## src/rtl/pwm_duty_decoder.sv

```systemverilog
// pwm_duty_decoder: recovers the dim level of a PWM light-control waveform.
// Measures high time and rising-to-rising period of pwm_in in clk cycles,
// reports duty (saturated to 255) with a one-cycle duty_valid pulse, and
// reports stuck-high / stuck-low inputs after TIMEOUT cycles without an edge.
// duty_valid rises on the third clk edge, counting the edge that first
// samples the high level closing a period (two sync flops + output register).
//
// Optional feature: define PWM_DEC_GLITCH_FILTER_EN to require 3 consecutive
// equal synchronized samples before s changes (latency becomes 5 edges).
//
// Ports:
//   clk        in   system clock, rising edge
//   rst_n      in   asynchronous active-low reset (release synchronized)
//   pwm_in     in   PWM waveform, asynchronous to clk
//   duty       out  [7:0] high time in cycles, saturated to 255
//   duty_valid out  one-cycle pulse when duty/period_err/light_on update
//   light_on   out  last decoded duty is non-zero
//   period_err out  measured period differs from PERIOD by more than 1
module pwm_duty_decoder #(
    parameter int unsigned PERIOD  = 256,
    parameter int unsigned TIMEOUT = 512
) (
    input  logic       clk,
    input  logic       rst_n,
    input  logic       pwm_in,
    output logic [7:0] duty,
    output logic       duty_valid,
    output logic       light_on,
    output logic       period_err
);

    localparam int unsigned CW  = 10;
    localparam int unsigned CW1 = CW + 1;
    localparam logic [CW-1:0] CNT_MAX = '1;
    localparam logic [CW1-1:0] PER_HI = CW1'(PERIOD + 1);
    localparam logic [CW1-1:0] PER_LO = CW1'(PERIOD - 1);
    localparam logic [CW1-1:0] TMO    = CW1'(TIMEOUT);
    localparam logic [CW1-1:0] TMO_M1 = CW1'(TIMEOUT - 1);

    typedef enum logic [1:0] {
        IDLE = 2'd0,
        HIGH = 2'd1,
        LOW  = 2'd2
    } state_t;

    function automatic logic [CW-1:0] sat_inc(input logic [CW-1:0] v);
        return (v == CNT_MAX) ? v : v + CW'(1);
    endfunction

    // Reset release synchronizer; assertion stays asynchronous
    logic [1:0] rst_sync;
    logic       rst_i;

    always_ff @(posedge clk or negedge rst_n) begin
        if (!rst_n) rst_sync <= '0;
        else        rst_sync <= {rst_sync[0], 1'b1};
    end

    assign rst_i = rst_sync[1];

    // Input synchronizer and edge detection on s / s_d
    logic sync1;
    logic sync2;
    logic s;
    logic s_d;

`ifdef PWM_DEC_GLITCH_FILTER_EN
    localparam int unsigned WARM = 4;
    logic h1;
    logic h2;

    // s follows the input only once three consecutive samples agree
    assign s = ((sync2 == h1) && (h1 == h2)) ? sync2 : s_d;

    always_ff @(posedge clk or negedge rst_i) begin
        if (!rst_i) begin
            sync1 <= 1'b0;
            sync2 <= 1'b0;
            h1    <= 1'b0;
            h2    <= 1'b0;
            s_d   <= 1'b0;
        end else begin
            sync1 <= pwm_in;
            sync2 <= sync1;
            h1    <= sync2;
            h2    <= h1;
            s_d   <= s;
        end
    end
`else
    localparam int unsigned WARM = 2;

    assign s = sync2;

    always_ff @(posedge clk or negedge rst_i) begin
        if (!rst_i) begin
            sync1 <= 1'b0;
            sync2 <= 1'b0;
            s_d   <= 1'b0;
        end else begin
            sync1 <= pwm_in;
            sync2 <= sync1;
            s_d   <= s;
        end
    end
`endif

    logic rise;
    logic fall;

    assign rise = s & ~s_d;
    assign fall = ~s & s_d;

    // After reset the sync flops hold a fake low; a rising edge is only
    // trusted once s has shown a real low, so a partial period is discarded.
    logic [2:0] warm;
    logic       warm_done;
    logic       armed;

    assign warm_done = (warm == 3'(WARM));

    always_ff @(posedge clk or negedge rst_i) begin
        if (!rst_i) begin
            warm  <= '0;
            armed <= 1'b0;
        end else begin
            if (!warm_done) warm <= warm + 3'd1;
            if (warm_done && !s) armed <= 1'b1;
        end
    end

    // Measurement FSM
    state_t        state;
    state_t        state_nx;
    logic [CW-1:0] high_cnt;
    logic [CW-1:0] high_nx;
    logic [CW-1:0] per_cnt;
    logic [CW-1:0] per_nx;
    logic [7:0]    duty_nx;
    logic          light_nx;
    logic          perr_nx;
    logic          valid_nx;
    logic [CW1-1:0] per_w;
    logic [CW1-1:0] high_w;
    logic [7:0]    high_sat;

    assign per_w    = {1'b0, per_cnt};
    assign high_w   = {1'b0, high_cnt};
    assign high_sat = (high_cnt > CW'(255)) ? 8'hFF : high_cnt[7:0];

    always_ff @(posedge clk or negedge rst_i) begin
        if (!rst_i) begin
            state      <= IDLE;
            high_cnt   <= '0;
            per_cnt    <= '0;
            duty       <= '0;
            duty_valid <= 1'b0;
            light_on   <= 1'b0;
            period_err <= 1'b0;
        end else begin
            state      <= state_nx;
            high_cnt   <= high_nx;
            per_cnt    <= per_nx;
            duty       <= duty_nx;
            duty_valid <= valid_nx;
            light_on   <= light_nx;
            period_err <= perr_nx;
        end
    end

    // Next state, counters and output values
    always_comb begin
        state_nx = state;
        high_nx  = high_cnt;
        per_nx   = per_cnt;
        duty_nx  = duty;
        light_nx = light_on;
        perr_nx  = period_err;
        valid_nx = 1'b0;

        case (state)
            IDLE: begin
                if (rise && armed) begin
                    state_nx = HIGH;
                    high_nx  = CW'(1);
                    per_nx   = CW'(1);
                end else if (per_w >= TMO_M1) begin
                    // stuck low: re-arm the idle timer and report again later
                    duty_nx  = '0;
                    light_nx = 1'b0;
                    perr_nx  = 1'b1;
                    valid_nx = 1'b1;
                    per_nx   = '0;
                end else begin
                    per_nx = sat_inc(per_cnt);
                end
            end
            HIGH: begin
                per_nx = sat_inc(per_cnt);
                // a falling edge takes priority over an expiring timeout
                if (fall) begin
                    state_nx = LOW;
                end else if (high_w >= TMO) begin
                    duty_nx  = 8'hFF;
                    light_nx = 1'b1;
                    perr_nx  = 1'b1;
                    valid_nx = 1'b1;
                    state_nx = IDLE;
                    high_nx  = '0;
                    per_nx   = '0;
                end else begin
                    high_nx = sat_inc(high_cnt);
                end
            end
            LOW: begin
                if (rise) begin
                    duty_nx  = high_sat;
                    light_nx = (high_sat != 8'd0);
                    perr_nx  = (per_w > PER_HI) || (per_w < PER_LO);
                    valid_nx = 1'b1;
                    state_nx = HIGH;
                    high_nx  = CW'(1);
                    per_nx   = CW'(1);
                end else if (per_w >= TMO) begin
                    duty_nx  = '0;
                    light_nx = 1'b0;
                    perr_nx  = 1'b1;
                    valid_nx = 1'b1;
                    state_nx = IDLE;
                    high_nx  = '0;
                    per_nx   = '0;
                end else begin
                    per_nx = sat_inc(per_cnt);
                end
            end
            default: begin
                state_nx = IDLE;
            end
        endcase
    end

endmodule

```

## config.mk

```make
export PLATFORM = sky130hd
export DESIGN_NAME = pwm_duty_decoder
export DESIGN_NICKNAME = d
export VERILOG_FILES = /design/src/rtl/pwm_duty_decoder.sv
export SDC_FILE = /design/constraint.sdc
export NUM_CORES = 1
export LEC_CHECK = 0
export BUFFER_PORTS_ARGS = -buffer_cell sky130_fd_sc_hd__buf_2
export CELL_PAD_IN_SITES_DETAIL_PLACEMENT = 0
export CELL_PAD_IN_SITES_GLOBAL_PLACEMENT = 2
export CORE_ASPECT_RATIO = 0.8
export CORE_MARGIN = 2
export CORE_UTILIZATION = 38
export DETAILED_ROUTE_END_ITERATION = 6
export GPL_ROUTABILITY_DRIVEN = 0
export PLACE_DENSITY_LB_ADDON = 0.1
export SLEW_MARGIN = 20
export SYNTH_ARGS = -nofsm -noshare
export SYNTH_HDL_FRONTEND = slang
export SYNTH_SLANG_ARGS = --single-unit
export TNS_END_PERCENT = 1
```

## constraint.sdc

```tcl
create_clock -name clk -period 1.8 [get_ports clk]
set_input_delay 0.09 -clock clk [delete_from_list [all_inputs] [get_ports clk]]
set_output_delay 0.09 -clock clk [all_outputs]
set_load 0.1 [all_outputs]
```

==> impl_metrics.yaml, run 1 <==
run_status:
  status: "finished, violations left"
  failed_checks: "setup timing"
logic_synthesis:
  synth_area_per_cell_um2: 9.01
  synth_adder_area_share_pct: 5.62
  yosys.area_share.simple_pct: 18.0
  yosysSeqAreaShare_pct: 42.9
  yosys_register_bits: 42
  synth_area_um2: 2450
  async_reset_ff_share_pct: 100
  synth_compound_area_share_pct: 22.9
  synthMuxAreaShare_pct: 4.60
  ys_warn_count: 0
  synth-edff-count: 0
  synth_top_family_by_area: "compound AO/OA/AOI/OAI gates"
  ys.flop_type: "dfrtp_1"
  synthCells: 272
  synth_xor_area_share_pct: 0.358
  syn-num-nets: 286
  synth_cell_types: 52
cells_and_area:
  fillers: 617
  layout_common_cells: "buf_4, dfrtp_1, nor2_1, o21ai_0, inv_1"
  final_common_cell: "buf_4"
  antennaDiodeCount: 0
  utilization_pct: 50.0
  multi_input_area_um2: 1360
  fin_area_um2: 3160
  final_nets: 343
  seqCellArea_um2: 1050
  stdcell_count: 414
  syn2layout_area_growth_pct: 28.9
  drive_gt1_share_pct: 27.6
timing:
  slew_violations: 0
  setup_tns_ps: -67.7
  setup_slack_ps: -19.9
  finClkSkew_ps: 6.13
  finalCritPeriodShare_pct: 101
  fmax_mhz: 549
  rsz0062_at_grt: "true"
  period_minus_slack_ps: 1820
  hold_violations: 0
  finalSetupViolCount: 7
clock_tree:
  clkTransAtPathRegs_ps: 80
  numCtsBuffers: 5
  clockBufferDepth: 2
  clock-root-buffer: "clkbuf_8"
  worst_skew_pair.late_latency_ps: 300
  cts_tree: "yes"
  htreeDepth: 2
  cts_sinks: 42
power_and_ir_drop:
  p_clk_share_pct: 13.1
  p_int_mw: 2.67
  power_mw: 4.82
  vdd_drop_max_mv: 0.654
  p_sw_mw: 2.15
  p_leak_nw: 1.44
  powerDensity_nw_per_um2: 1530
  seqPwrFrac_pct: 25.1
  switching_share_pct: 44.6
  comb_power_share_pct: 61.8
drt:
  viasPerCell: 5.35
  dr.first_iter.drc_count: 169
  via_count: 2216
  ant_nets: 0
  wire_per_inst_um: 15.0
  remaining_drc_errors: 0
  drt-total-wl_um: 6230
  dr.pass1.iters: 4
setup_path:
  startpoint_type: "flip-flop"
  crit_path_max_fanout: 4
  crit_type: "reg -> reg"
  required_ps: 1990
  crit_arrival_ps: 2010
  critPathCaptureType: "flip-flop"
grt:
  grt_pass1_wl_um: 10000
  gr-usage-all-layers_pct: 18.3
  grt-ovfl-total: 0
  antenna_found_initial: 0
  grt_pass1_vias: 1984
  grt_max_degree: 25
job:
  cap_violations: 0
placement:
  dp_hpwl_um: 4300
  dpl.cell_count: 396
  place_area_um2: 2880
  port_buffers: 13
min_path:
  hp-class: "in -> async"
floorplanning:
  die_w_um: 93.8
  dieArea_um2: 7110
  core_area_um2: 6310
  start_util_pct: 38.8
  fp.dieH_um: 75.8
  fp-row-count: 26
  io_pins: 14
==> registers in the layout, indices dropped and copies added (netlist names) <==
register	flops
armed	1
duty	8
duty_valid	1
high_cnt	10
light_on	1
per_cnt	10
period_err	1
rst_sync	2
s	1
s_d	1
state	2
sync1	1
warm	3
==> Yosys cell counts (3+ instances only) <==
cell,count,area [µm²]
nand2b_1,8,50.1
nand2_1,14,52.6
dfrtp_1,42,1050
and3_1,7,43.8
mux2i_1,9,90.1
buf_2,3,15.0
a21oi_1,12,60.1
nor2_1,31,116
o31ai_1,4,30.0
clkbuf_1,8,30.0
nor3_1,3,15.0
ha_1,11,138
o21ai_0,26,130
o22a_1,5,43.8
inv_1,20,75.1
nand3_1,11,55.1
nor2b_1,3,18.8
a31oi_1,9,56.3
==> cell type report <==
cell class	count	area share, %
Clock buffer	7	2.73
Clock inverter	1	0.158
Inverter	20	2.38
Multi-Input combinational cell	197	43.2
Sequential cell	42	33.4
Tap cell	84	3.33
Timing Repair Buffer	63	14.9
==> path summary, 6_finish.rpt <==
kind,start,end,slack (ps),cells after the start
min in group clk,sync1,s,350,0
max in group asynchronous,rst_sync[1],per_cnt[9],1120,1
min,rst_n,rst_sync[0],100,2
max,state[0],period_err,-20,8
min reg2reg,rst_sync[1],sync1,210,0
max reg2reg,state[0],period_err,-20,8
==> cells by family after synthesis <==
logic type | Yosys count
flip-flops | 42
other | 1
XOR/XNOR | 1
multiplexers | 11
adder cells (fa/ha/maj) | 11
AO/OA/AOI/OAI | 84
buffers and inverters | 33
AND/OR/NAND/NOR | 89
==> worst max-delay path, stage by stage, from the launching register on <==
cell and delay, ps:
dfrtp_1 410, inv_2 80, ha_4 160, nor2b_4 130, a21oi_2 140, buf_4 130, o211ai_1 80, a21oi_2 230
mux2_1 340
==> power by group through the flow <==
stage | Sequential (mW) | Clock, mW | Combinational, mW
global route | 1.23 | 0.695 | 3.24
detailed placement | 1.21 | 0 | 2.60
finish | 1.21 | 0.630 | 2.98
floorplan | 1.64 | 0 | 1.37
CTS | 1.20 | 0.659 | 2.90
global placement | 1.20 | 0 | 2.62
==> layer usage <==
metal	routed length [µm]	share of wire (%)	GRT usage, %	vias to the layer above
met5	0	0	0	-
met4	82	1.3	6.12	0
met1	3300	53	28.4	1069
met2	2580	41	25.7	50
li1	-	-	-	1090
met3	265	4.3	2.97	7
==> repair_timing <==
action | in CTS | in global routing
gates resized for setup | 15 | 10
endpoints found under the hold margin | 3 | 0
pin swaps | 4 | 6
gates cloned | 1 | 0
setup buffers | 7 | 0
endpoints found under the setup margin | 27 | 28
hold buffers | 2 | 0
==> per-stage QoR <==
| stage | worst slack, ps | hold WS, ps |
|---|---|---|
| 6_report | -19.9 | 99.6 |
| 3_3_place_gp | -93.2 | -124 |
| 3_5_place_dp | -154 | -123 |
| 4_1_cts | -17.0 | 84.6 |
| 5_1_grt | -162 | 86.4 |
| 2_1_floorplan | -24.9 | -206 |
No activity file was read; power rests on OpenSTA's default activity.
==> run 2, diff against run 1 <==
--- a/config.mk
+++ b/config.mk
@@ -8,7 +8,6 @@
 export BUFFER_PORTS_ARGS = -buffer_cell sky130_fd_sc_hd__buf_2
 export CELL_PAD_IN_SITES_DETAIL_PLACEMENT = 0
 export CELL_PAD_IN_SITES_GLOBAL_PLACEMENT = 2
-export CORE_ASPECT_RATIO = 0.8
 export CORE_MARGIN = 2
 export CORE_UTILIZATION = 38
 export DETAILED_ROUTE_END_ITERATION = 6
==> run 2 against run 1 <==
  * The flow still finishes with violations (setup timing)
  * Final area up 1.2%
  * Clock skew grew 2.8 ps
  * Via count fell by 3.9%
  * Power rose by 2.0%
  * Die area hardly changed
  * Largest power group unchanged
  * Register-to-register slack about the same
  * Fmax is essentially flat
  * Highest routed layer unchanged
  * Sequential power about the same
  * Critical path type unchanged
  * Sequential cell count unchanged
  * Combinational power rose by 1%
==> impl_metrics.yaml, run 2 (synthesis gave the netlist of run 1 again) <==
drt:
  dr.first_iter.drc_count: 85
  remaining_drc_errors: 0
  via_count: 2130
  dr.pass1.iters: 4
  wire_per_inst_um: 15.4
  ant_nets: 0
  viasPerCell: 5.31
  drt-total-wl_um: 6170
clock_tree:
  clkTransAtPathRegs_ps: 90
  clock-root-buffer: "clkbuf_8"
  worst_skew_pair.late_latency_ps: 300
  cts_sinks: 42
  htreeDepth: 2
  numCtsBuffers: 5
  cts_tree: "yes"
  clockBufferDepth: 2
timing:
  tightestPinTransition_ps: 578
  rsz0062_at_grt: "true"
  setup_slack_ps: -19.9
  slew_headroom_pct: 61.4
  fmax_mhz: 549
  finClkSkew_ps: 8.90
  finalSetupViolCount: 6
  finalCritPeriodShare_pct: 101
  period_minus_slack_ps: 1820
  hold_violations: 0
  slew_violations: 0
power_and_ir_drop:
  p_leak_nw: 1.46
  powerDensity_nw_per_um2: 1540
  vdd_drop_max_mv: 0.893
cells_and_area:
  drive_gt1_share_pct: 29.0
  final_common_cell: "dfrtp_1"
  utilization_pct: 50.9
  layout_common_cells: "dfrtp_1, buf_4, nor2_1, o21ai_0, inv_1"
  syn2layout_area_growth_pct: 30.4
  final_nets: 337
  antennaDiodeCount: 0
  reg_top3: "high_cnt x10, per_cnt x10, duty x8"
grt:
  antenna_found_initial: 0
  grt_pass1_vias: 2217
  grt-ovfl-total: 0
  gr-usage-all-layers_pct: 18.8
  grt_max_degree: 27
  grt_pass1_wl_um: 10900
setup_path:
  critPathCaptureType: "flip-flop"
  reg2regPathDepth: 7
  required_ps: 2000
  cp_cell_sequence: "inv_2 > ha_4 > nor2b_4 > a31oi_1 > o211ai_1 > a21oi_4 > mux2_1"
  critical-path-max-stage-delay_ps: 430
  slowest_stage: "dfrtp_1"
  path_delay_family: "compound AO/OA/AOI/OAI gates"
  critPathBufInv: 1
  crit_path_max_fanout: 3
  crit_type: "reg -> reg"
  startpoint_type: "flip-flop"
  r2r_slack_ps: -20
  crit_cells: 7
  crit_arrival_ps: 2020
floorplanning:
  dieArea_um2: 7110
  start_util_pct: 39.0
  die_w_um: 84.3
  fp-row-count: 29
  io_pins: 14
  core_area_um2: 6280
  fp.dieH_um: 84.3
placement:
  port_buffers: 13
  post-place-ws_ps: -61.5
  dp_hpwl_um: 4280
min_path:
  hp-class: "in -> async"
run_status:
  failed_checks: "setup timing"
  status: "finished, violations left"
job:
  cap_violations: 0
run 2: cell count changes in the layout (fill, tap and decap cells not counted), sizes merged:
cell      delta
buf          -7
clkinvlp     +1
run 2: path summary, 6_finish.rpt:
check,start,endpoint
worst max-delay path,state[1],period_err
worst max register to register,state[1],period_err
worst min register to register,rst_sync[1],warm[1]
max in group asynchronous,rst_sync[1],sync1
min in group clk,sync1,s
worst min-delay path,rst_n,rst_sync[1]
run 2: worst reg2reg max path, delay by kind of cell, from the launching register on:
family / cells / cell delay [ps]
AO/OA/AOI/OAI: 3 / 540
adder cells (fa/ha/maj): 1 / 180
buffers and inverters: 1 / 90
flip-flops: 1 / 430
multiplexers: 1 / 340
AND/OR/NAND/NOR: 1 / 140
run 2: stage by stage:
stage / instance area, µm² / instances / hold WS [ps] / total power, mW / setup TNS (ps)
6_report: 3200 / 401 / 94.6 / 4.92 / -61.1
5_1_grt: 3200 / 401 / 86.3 / 5.28 / -1280
4_1_cts: 2970 / 396 / 90.5 / 4.54 / -183
3_5_place_dp: 2840 / 385 / -124 / 3.83 / -590
3_3_place_gp: 2840 / 385 / -124 / 3.85 / -788
2_1_floorplan: 2460 / 272 / -206 / 3.00 / -119
run 2: power by group:
part	internal (mW)	leakage (nW)	switching (mW)
combinational	1.30	0.868	1.72
clock	0.309	0.0472	0.370
sequential	1.09	0.543	0.131
total	2.69	1.46	2.22
run 2: timing repair:
action / in CTS / in global routing
resized for setup: 4 / 36
setup buffers: 1 / 4
pin swaps: 3 / 17
hold buffers: 2 / 0
hold endpoints to repair: 3 / 0
gates cloned: 0 / 1
setup endpoints to repair: 25 / 32
run 2: final cells by class:
type / count / area (µm²)
Inverter: 20 / 75.1
Timing Repair Buffer: 57 / 442
Multi-Input combinational cell: 197 / 1440
Fill cell: 617 / 3080
Clock inverter: 2 / 12.5
Clock buffer: 6 / 82.6
Sequential cell: 42 / 1050
Tap cell: 77 / 96.3
run 2: routing by layer:
layer	vias up	wire, µm	global-route usage [%]
met1	1026	3200	27.0
met3	9	135	3.64
met2	20	2760	28.9
met4	0	78	5.57
li1	1075	-	-
met5	-	0	0
==> run 3, diff against run 2 <==
--- a/config.mk
+++ b/config.mk
@@ -12,6 +12,7 @@
 export CORE_UTILIZATION = 38
 export DETAILED_ROUTE_END_ITERATION = 6
 export GPL_ROUTABILITY_DRIVEN = 0
+export MAX_ROUTING_LAYER = met4
 export PLACE_DENSITY_LB_ADDON = 0.1
 export SLEW_MARGIN = 20
 export SYNTH_ARGS = -nofsm -noshare
==> run 3 against run 2 <==
  * The flow still finishes with violations (setup timing)
  * Combinational power barely moved
  * Fmax barely moved
  * Worst setup slack barely moved
  * Sequential share of layout area did not move
  * Sequential power barely moved
  * Global-route usage rose by 0.57 points
  * Core utilization did not move
  * Power barely moved
  * Non-clock buffer count did not move
  * Clock skew rose by 0.82 ps
  * Critical path depth did not move
  * Largest power group unchanged
  * Highest routed layer unchanged
==> impl_metrics.yaml, run 3 (synthesis gave the netlist of run 1 again) <==
floorplanning:
  dieArea_um2: 7110
  io_pins: 14
  die_w_um: 84.3
  core_area_um2: 6280
  fp-row-count: 29
  fp.dieH_um: 84.3
  start_util_pct: 39.0
job:
  cap_violations: 0
setup_path:
  crit_type: "reg -> reg"
  r2r_end: "period_err"
  crit_arrival_ps: 2020
  startpoint_type: "flip-flop"
  reg2regPathDepth: 7
  cp_cell_sequence: "inv_2 > ha_4 > nor2b_4 > a31oi_1 > o211ai_1 > a21oi_4 > mux2_1"
  r2r_slack_ps: -20
  worstSetupEndpoint: "period_err"
  required_ps: 2000
  slowest_stage: "dfrtp_1"
  critical-path-max-stage-delay_ps: 430
  r2r-start: "state[1]"
  crit_path_max_fanout: 3
  critPathCaptureType: "flip-flop"
  critPathBufInv: 1
  cp-startpoint: "state[1]"
  path_delay_family: "compound AO/OA/AOI/OAI gates"
  crit_cells: 7
cells_and_area:
  antennaDiodeCount: 0
  fin_area_um2: 3200
  reg_top3: "high_cnt x10, per_cnt x10, duty x8"
  utilization_pct: 50.9
  drive_gt1_share_pct: 29.0
  layout_common_cells: "dfrtp_1, buf_4, nor2_1, o21ai_0, inv_1"
  final_nets: 337
  final_common_cell: "dfrtp_1"
  syn2layout_area_growth_pct: 30.4
drt:
  ant_nets: 0
  dr.first_iter.drc_count: 96
  drt-total-wl_um: 6180
  wire_per_inst_um: 15.4
  via_count: 2135
  dr.pass1.iters: 4
  remaining_drc_errors: 0
  viasPerCell: 5.32
clock_tree:
  cts_sinks: 42
  cts_tree: "yes"
  clockBufferDepth: 2
  worst_skew_pair.late_latency_ps: 300
  htreeDepth: 2
  numCtsBuffers: 5
  clock-root-buffer: "clkbuf_8"
  clkTransAtPathRegs_ps: 90
timing:
  finClkSkew_ps: 9.71
  slew_violations: 0
  hold_violations: 0
  tightestPinTransition_ps: 580
  finalCritPeriodShare_pct: 101
  finalSetupViolCount: 6
  rsz0062_at_grt: "true"
  period_minus_slack_ps: 1820
  fmax_mhz: 549
  slew_headroom_pct: 61.3
  setup_slack_ps: -20.0
grt:
  grt_pass1_wl_um: 10900
  grt_pass1_vias: 2221
  grt-ovfl-total: 0
  gr-usage-all-layers_pct: 19.4
  antenna_found_initial: 0
  grt_max_degree: 27
placement:
  dp_hpwl_um: 4280
  port_buffers: 13
  place_area_um2: 2840
power_and_ir_drop:
  powerDensity_nw_per_um2: 1540
  vdd_drop_max_mv: 0.893
  p_leak_nw: 1.46
  power_mw: 4.92
run_status:
  failed_checks: "setup timing"
  status: "finished, violations left"
min_path:
  hp-class: "in -> async"
[run 3: cell counts in the layout (fill, tap and decap cells not counted)]
No cell type changed its count.
[run 3: metal layers]
layer / GRT usage [%] / wire [µm]
met1: 27.0 / 3200
met2: 28.9 / 2770
met3: 3.64 / 135
met4: 5.57 / 78
met5: - / 0
[run 3: worst register-to-register path, cell delays in order, from the launching register on]
cell	delay (ps)
dfrtp_1	430
inv_2	90
ha_4	180
nor2b_4	140
a31oi_1	160
o211ai_1	150
a21oi_4	230
mux2_1	340
[run 3: where the power goes]
part | total (mW) | switching (mW) | internal [mW]
registers | 1.22 | 0.132 | 1.09
logic | 3.02 | 1.72 | 1.30
clock network | 0.680 | 0.371 | 0.309
total | 4.92 | 2.23 | 2.69
[run 3: timing repair]
action	in CTS	in global routing
pin swaps	3	17
setup buffers	1	4
resized for setup	4	36
hold buffers	2	0
endpoints found under the setup margin	25	32
endpoints found under the hold margin	3	0
cloned	0	1
[run 3: per-stage QoR]
stage	setup TNS, ps	instances	hold WS (ps)	worst slack (ps)
2_1_floorplan	-119	272	-206	-24.9
3_3_place_gp	-788	385	-124	-96.4
3_5_place_dp	-590	385	-124	-61.5
4_1_cts	-183	396	90.5	-32.2
5_1_grt	-1280	401	86.3	-111
6_report	-64.8	401	94.7	-20.0
[run 3: how the worst min path moves through the flow]
stage | startpoint | endpoint | slack (ps) | depth (start not counted)
2_1_floorplan | rst_n | rst_sync[0] | -210 | 0
3_3_place_gp | rst_n | rst_sync[0] | -120 | 1
3_5_place_dp | rst_n | rst_sync[0] | -120 | 1
4_1_cts | rst_n | rst_sync[1] | 90 | 2
5_1_grt | rst_n | rst_sync[1] | 90 | 2
6_report | rst_n | rst_sync[1] | 90 | 2
[run 3: final cells by class]
type / instances / area [µm²]
Clock buffer: 6 / 82.6
Clock inverter: 2 / 12.5
Fill cell: 617 / 3080
Inverter: 20 / 75.1
Multi-Input combinational cell: 197 / 1440
Sequential cell: 42 / 1050
Tap cell: 77 / 96.3
Timing Repair Buffer: 57 / 442
